File: src/rtl/aq_jpeg_rgb2ycbcr.sv
// RGB to level-shifted YCbCr for one 8x8 block at a time, into a two-bank ping-pong block buffer.
// Latency: pixel accepted at edge E0 is written to the buffer at E4. Buffer reads return data one cycle after the address.
// Backpressure: InReady drops while both banks hold accepted blocks. The pipeline itself never stalls.
module aq_jpeg_rgb2ycbcr (
  input  logic              clk,
  input  logic              rst,
  input  logic              DataInit,
  input  logic              InValid,
  output logic              InReady,
  input  logic [7:0]        InR,
  input  logic [7:0]        InG,
  input  logic [7:0]        InB,
  input  logic [11:0]       InBlockX,
  input  logic [11:0]       InBlockY,
  output logic              OutValid,
  input  logic [5:0]        OutAddress,
  output logic signed [8:0] OutY,
  output logic signed [8:0] OutCb,
  output logic signed [8:0] OutCr,
  output logic [11:0]       OutBlockX,
  output logic [11:0]       OutBlockY,
  input  logic              OutRelease
);

  // Q14 coefficients and rounding constant
  localparam logic signed [25:0] C_YR  = 26'sd4899;
  localparam logic signed [25:0] C_YG  = 26'sd9617;
  localparam logic signed [25:0] C_YB  = 26'sd1868;
  localparam logic signed [25:0] C_CBR = -26'sd2765;
  localparam logic signed [25:0] C_CBG = -26'sd5427;
  localparam logic signed [25:0] C_CBB = 26'sd8192;
  localparam logic signed [25:0] C_CRR = 26'sd8192;
  localparam logic signed [25:0] C_CRG = -26'sd6860;
  localparam logic signed [25:0] C_CRB = -26'sd1332;
  localparam logic signed [25:0] C_RND = 26'sd8192;

  // Bank accounting
  logic [5:0]  r_acc_cnt;
  logic        r_wr_bank, r_rd_bank;
  logic [1:0]  r_occ, r_full;
  logic [11:0] r_tag_x [2];
  logic [11:0] r_tag_y [2];

  // Pipeline control: valid, in-block address and bank travel with each pixel
  logic        r_s0_vld, r_s1_vld, r_s2_vld, r_s3_vld;
  logic [5:0]  r_s0_addr, r_s1_addr, r_s2_addr, r_s3_addr;
  logic        r_s0_bank, r_s1_bank, r_s2_bank, r_s3_bank;

  // Pipeline data
  logic [7:0]         r_s0_r, r_s0_g, r_s0_b;
  logic signed [25:0] r_p_yr, r_p_yg, r_p_yb, r_p_cbr, r_p_cbg, r_p_cbb, r_p_crr, r_p_crg, r_p_crb;
  logic signed [25:0] r_s2_y, r_s2_cb, r_s2_cr;
  logic signed [8:0]  r_s3_y, r_s3_cb, r_s3_cr;

  // Block buffer: {bank, address} -> {Y, Cb, Cr}
  logic [26:0] r_ram [0:127];
  logic [26:0] w_rd_word;
  logic signed [8:0] r_out_y, r_out_cb, r_out_cr;

  logic w_accept, w_release, w_last_acc, w_last_wr;
  logic signed [25:0] w_r, w_g, w_b;

  assign InReady    = (r_occ < 2'd2);
  assign OutValid   = (r_full != 2'd0);
  assign w_accept   = InValid && InReady;
  assign w_release  = OutRelease && OutValid;
  assign w_last_acc = w_accept && (r_acc_cnt == 6'd63);
  assign w_last_wr  = r_s3_vld && (r_s3_addr == 6'd63);
  assign w_r        = $signed({18'd0, r_s0_r});
  assign w_g        = $signed({18'd0, r_s0_g});
  assign w_b        = $signed({18'd0, r_s0_b});
  assign w_rd_word  = r_ram[{r_rd_bank, OutAddress}];
  assign OutY       = r_out_y;
  assign OutCb      = r_out_cb;
  assign OutCr      = r_out_cr;
  assign OutBlockX  = r_tag_x[r_rd_bank];
  assign OutBlockY  = r_tag_y[r_rd_bank];

  function automatic logic signed [8:0] clamp9(input logic signed [25:0] v);
    if (v > 26'sd127)
      return 9'sd127;
    else if (v < -26'sd128)
      return -9'sd128;
    else
      return v[8:0];
  endfunction

  // Accept counter, bank pointers, occupancy/full counters and block tags
  always_ff @(posedge clk or negedge rst) begin
    if (!rst) begin
      r_acc_cnt  <= 6'd0;
      r_wr_bank  <= 1'b0;
      r_rd_bank  <= 1'b0;
      r_occ      <= 2'd0;
      r_full     <= 2'd0;
      r_tag_x[0] <= 12'd0;
      r_tag_x[1] <= 12'd0;
      r_tag_y[0] <= 12'd0;
      r_tag_y[1] <= 12'd0;
    end else if (DataInit) begin
      r_acc_cnt <= 6'd0;
      r_wr_bank <= 1'b0;
      r_rd_bank <= 1'b0;
      r_occ     <= 2'd0;
      r_full    <= 2'd0;
    end else begin
      if (w_accept) begin
        r_acc_cnt <= r_acc_cnt + 6'd1;
        if (r_acc_cnt == 6'd0) begin
          r_tag_x[r_wr_bank] <= InBlockX;
          r_tag_y[r_wr_bank] <= InBlockY;
        end
      end
      if (w_last_acc) r_wr_bank <= ~r_wr_bank;
      if (w_release)  r_rd_bank <= ~r_rd_bank;
      // A block entering and one leaving in the same cycle cancel out
      if (w_last_acc && !w_release)      r_occ <= r_occ + 2'd1;
      else if (!w_last_acc && w_release) r_occ <= r_occ - 2'd1;
      if (w_last_wr && !w_release)       r_full <= r_full + 2'd1;
      else if (!w_last_wr && w_release)  r_full <= r_full - 2'd1;
    end
  end

  // Pipeline control shift: valids flushed by DataInit, address/bank follow the pixel
  always_ff @(posedge clk or negedge rst) begin
    if (!rst) begin
      r_s0_vld <= 1'b0; r_s1_vld <= 1'b0; r_s2_vld <= 1'b0; r_s3_vld <= 1'b0;
      r_s0_addr <= 6'd0; r_s1_addr <= 6'd0; r_s2_addr <= 6'd0; r_s3_addr <= 6'd0;
      r_s0_bank <= 1'b0; r_s1_bank <= 1'b0; r_s2_bank <= 1'b0; r_s3_bank <= 1'b0;
    end else begin
      r_s0_vld  <= w_accept && !DataInit;
      r_s1_vld  <= r_s0_vld && !DataInit;
      r_s2_vld  <= r_s1_vld && !DataInit;
      r_s3_vld  <= r_s2_vld && !DataInit;
      r_s0_addr <= r_acc_cnt;  r_s1_addr <= r_s0_addr; r_s2_addr <= r_s1_addr; r_s3_addr <= r_s2_addr;
      r_s0_bank <= r_wr_bank;  r_s1_bank <= r_s0_bank; r_s2_bank <= r_s1_bank; r_s3_bank <= r_s2_bank;
    end
  end

  // Arithmetic pipeline: input register, products, sums + rounding, shift/offset/clamp
  always_ff @(posedge clk or negedge rst) begin
    if (!rst) begin
      r_s0_r <= 8'd0; r_s0_g <= 8'd0; r_s0_b <= 8'd0;
      r_p_yr <= '0; r_p_yg <= '0; r_p_yb <= '0;
      r_p_cbr <= '0; r_p_cbg <= '0; r_p_cbb <= '0;
      r_p_crr <= '0; r_p_crg <= '0; r_p_crb <= '0;
      r_s2_y <= '0; r_s2_cb <= '0; r_s2_cr <= '0;
      r_s3_y <= '0; r_s3_cb <= '0; r_s3_cr <= '0;
    end else begin
      r_s0_r  <= InR;
      r_s0_g  <= InG;
      r_s0_b  <= InB;
      r_p_yr  <= w_r * C_YR;  r_p_yg  <= w_g * C_YG;  r_p_yb  <= w_b * C_YB;
      r_p_cbr <= w_r * C_CBR; r_p_cbg <= w_g * C_CBG; r_p_cbb <= w_b * C_CBB;
      r_p_crr <= w_r * C_CRR; r_p_crg <= w_g * C_CRG; r_p_crb <= w_b * C_CRB;
      r_s2_y  <= r_p_yr + r_p_yg + r_p_yb + C_RND;
      r_s2_cb <= r_p_cbr + r_p_cbg + r_p_cbb + C_RND;
      r_s2_cr <= r_p_crr + r_p_crg + r_p_crb + C_RND;
      r_s3_y  <= clamp9((r_s2_y >>> 14) - 26'sd128);
      r_s3_cb <= clamp9(r_s2_cb >>> 14);
      r_s3_cr <= clamp9(r_s2_cr >>> 14);
    end
  end

  // Buffer write of converted pixels; contents survive reset and DataInit
  always_ff @(posedge clk) begin
    if (r_s3_vld && !DataInit)
      r_ram[{r_s3_bank, r_s3_addr}] <= {r_s3_y, r_s3_cb, r_s3_cr};
  end

  // Registered read of the read bank
  always_ff @(posedge clk or negedge rst) begin
    if (!rst) begin
      r_out_y  <= 9'sd0;
      r_out_cb <= 9'sd0;
      r_out_cr <= 9'sd0;
    end else begin
      r_out_y  <= w_rd_word[26:18];
      r_out_cb <= w_rd_word[17:9];
      r_out_cr <= w_rd_word[8:0];
    end
  end

endmodule

File: config.mk
export PLATFORM = sky130hd
export DESIGN_NAME = aq_jpeg_rgb2ycbcr
export DESIGN_NICKNAME = d
export VERILOG_FILES = /design/src/rtl/aq_jpeg_rgb2ycbcr.sv
export SDC_FILE = /design/constraint.sdc
export NUM_CORES = 2
export LEC_CHECK = 0
export ABC_AREA = 1
export BUFFER_PORTS_ARGS = -buffer_cell sky130_fd_sc_hd__buf_2
export CAP_MARGIN = 20
export CORE_ASPECT_RATIO = 1.1
export CORE_MARGIN = 2
export CORE_UTILIZATION = 60
export CTS_CLUSTER_DIAMETER = 200
export DETAILED_ROUTE_END_ITERATION = 10
export PLACE_DENSITY = 0.75
export SETUP_SLACK_MARGIN = 0.4
export SLEW_MARGIN = 25
export SYNTH_ARGS = -nofsm -noshare
export SYNTH_HDL_FRONTEND = slang
export SYNTH_SLANG_ARGS = --single-unit
File: constraint.sdc
create_clock -name clk -period 4.8 [get_ports clk]
set_input_delay 0.72 -clock clk [delete_from_list [all_inputs] [get_ports clk]]
set_output_delay 0.72 -clock clk [all_outputs]
set_load 0.05 [all_outputs]
==> results.cfg <==
[global_route]
grt_max_degree = 170
grt_pass1_wl_mm = 674
grt_use_total_pct = 31.7
overflow = 0
antenna_found_initial = 14
grt_pass1_vias = 108738

[floorplanning]
ioPinCount = 112
die_h_um = 557
coreArea_mm2 = 0.277
start_util_pct = 60.1
die_area_mm2 = 0.282
rows = 203
chipWidth_um = 507

[synthesis]
synth_top_area_share_pct = 62.2
synth_nets = 15177
synth-edff-count = 3456
yosysSeqAreaShare_pct = 67.5
synthArstFlopShare_pct = 9.15
syn_area_mm2 = 0.167
ys.flop_type = edfxtp_1
ys_ff_latch = 3804
synth_cells = 14485
syn-mean-instance-area_um2 = 11.5
synth_cell_types = 44
ys_top_cells_by_area = edfxtp_1 62%, nand3_1 11%, nand2_1 9.3%
yosysTopAreaCell = edfxtp_1
yosysWarnings = 0

[setup_path]
critPathMaxFanout = 8
arrival_ns = 5.09
reg2reg_slack_ns = 0.51
worstSetupPathType = register to register
reg2reg_to = r_p_cbr[21]
worst-r2r-cell-count = 17
cp_common_cell = inv_1
crit_slowest_cell = fa_2
worst_ep_required_time_ns = 5.60
r2r-start = r_s0_r[1]
critPathLaunchType = register
endpoint_kind = register
path_cells = fa_2 -> inv_1 -> fa_2 -> inv_1 -> fa_1 -> inv_1 -> fa_1 -> inv_1 -> ha_1 -> inv_1 -> nor3_1 -> inv_1 -> nor3_2 -> nand4_1 -> nand3_1 -> nand2_1 -> nand2_1
cpPeakStageDelay_ns = 0.62

[clock_network]
clk_latency_ns = 0.92
clk_path_buf_depth = 4
cts_tree = done
clk_pin_slew_ns = 0.06
cts.sinks = 3804
numCtsBuffers = 375
root_buffer = clkbuf_16
htreeDepth = 5

[routing]
drt_iter0_drc = 15994
drt-pass1-iter-count = 8
drc_errors = 0
vias_per_cell = 6.11
via_count = 113435
drtAntennaViolNets = 0
wl_mm = 455
wl_per_cell_um = 24.5

[cells_and_area]
drive_above_1_share_pct = 8.08
final_nets = 15258
final_common_cell = nand2_1
area_delta_synth_final_pct = 10.9
most-common-layout-cells = 4111 x nand2_1, 3537 x nand3_1, 3456 x edfxtp_1
finalNonFillerCells = 18553
design_area_mm2 = 0.185

[min_path]
whs_endpoint = r_tag_x[10]
whs_path_depth = 3
min_path_type = input pin to register
worstHoldStart = InBlockX[10]

[sta]
finalHoldViolCount = 0
setup_violations = 0
rsz0062_at_grt = true
setup_tns_ns = 0
maxSlewHeadroom_pct = 25.9
fin_worst_skew_ns = 0.0766
tightest_slew_ns = 1.11
post-route-period-util_pct = 89.3
period_needed_ns = 4.29
final-max-slew-violation-count = 0
worst_hold_slack_ns = 0.0704
fmax_mhz = 233

[placement]
dp_cells = 17831
gp_congestion = 0.922
place_area_mm2 = 0.172
dp_hpwl_mm = 267
port_buffers = 111

[pwr]
total_power_mw = 97.9
leakagePower_nw = 70.3
power_density_mw_per_mm2 = 529
ir_drop_uv = 574

[job]
maxCapViolations = 0

[status]
status = finished, final reports clean
cells in the mapped netlist, drive strengths merged, types with 35 or more instances:
library cell and count:
nand2 4115, nand3 3537, xor2 102, edfxtp 3456, nand4 35, dfrtp 348, a21oi 209, inv 644
xnor2 49, nor2 305, fa 180, ha 453, buf 642, o21ai 137, clkbuf 145
metrics by stage:
stage	util (%)	setup slack [ns]
final	66.7	0.512
after global routing	66.7	0.236
after CTS	66.5	0.433
after detailed placement	62.1	0.315
after global placement	62.0	0.356
after floorplan	-	0.270
cells by family after synthesis:
kind of cell | synth area share (%)
buffers and inverters | 3.93
AOI/OAI and AO/OA | 1.37
other | 0.00225
xor gates and xnor gates | 0.793
DFF | 67.5
and+or+nand+nor | 20.9
adders and majority gates | 5.56
how the worst max path moves through the flow:
stage                        end       from  slack [ns]
CTS                  r_p_cbg[22]  r_s0_g[3]        0.43
finish               r_p_cbr[21]  r_s0_r[1]        0.51
global route         r_p_cbr[21]  r_s0_r[1]        0.24
detailed placement   r_p_cbr[21]  r_s0_r[1]        0.32
floorplan           r_ram[80][0]   DataInit        0.27
global placement     r_p_cbr[21]  r_s0_r[1]        0.36
flip-flops by register name (all words and copies together) (netlist names), 10 cells and up:
signal   count
r_p_crg     14
r_p_yr      18
r_p_crb     19
r_p_yg      20
r_p_cbr     22
r_ram     3456
r_s2_y      10
r_p_cbg     23
r_p_yb      14
r_tag_x     24
r_s2_cr     12
r_s2_cb     12
r_tag_y     24
critical path, delay by kind of cell (launching register included):
kind          cells  cell delay, ns
buf+inv           6            0.49
fa+ha+maj         5            2.50
flops             1            0.48
simple gates      6            0.78
power by group:
| group | switching (mW) | internal (mW) |
|---|---|---|
| sequential | 2.98 | 41.7 |
| clock | 12.4 | 16.5 |
| combinational | 16.7 | 7.59 |
repair_timing:
| action | in CTS | in global routing |
|---|---|---|
| hold endpoints to repair | 104 | 0 |
| resized for setup | 3 | 14 |
| hold buffers | 24 | 0 |
| setup endpoints to repair | 1 | 12 |
| pin swaps | 0 | 2 |
| buffers inserted | 0 | 3 |
per-layer routing:
layer  wire, µm  vias to the layer above  global-route usage, %
li1           -                    50756                      -
met1     167000                    54827                   42.9
met2     214000                     6883                   50.3
met3      52200                      957                   6.36
met4      21700                       12                   14.1
met5         73                        -                      0
area by class of cell:
type                            instances  area [µm²]
Fill cell                           19496       92400
Antenna cell                            4        10.0
Tap cell                             3690        4620
Multi-Input combinational cell       9249       48600
Clock buffer                          457       10000
Inverter                              645        2460
Sequential cell                      3804      113000
Clock inverter                        213        1920
Timing Repair Buffer                  491        4770
Power figures use the tool's default switching activity.
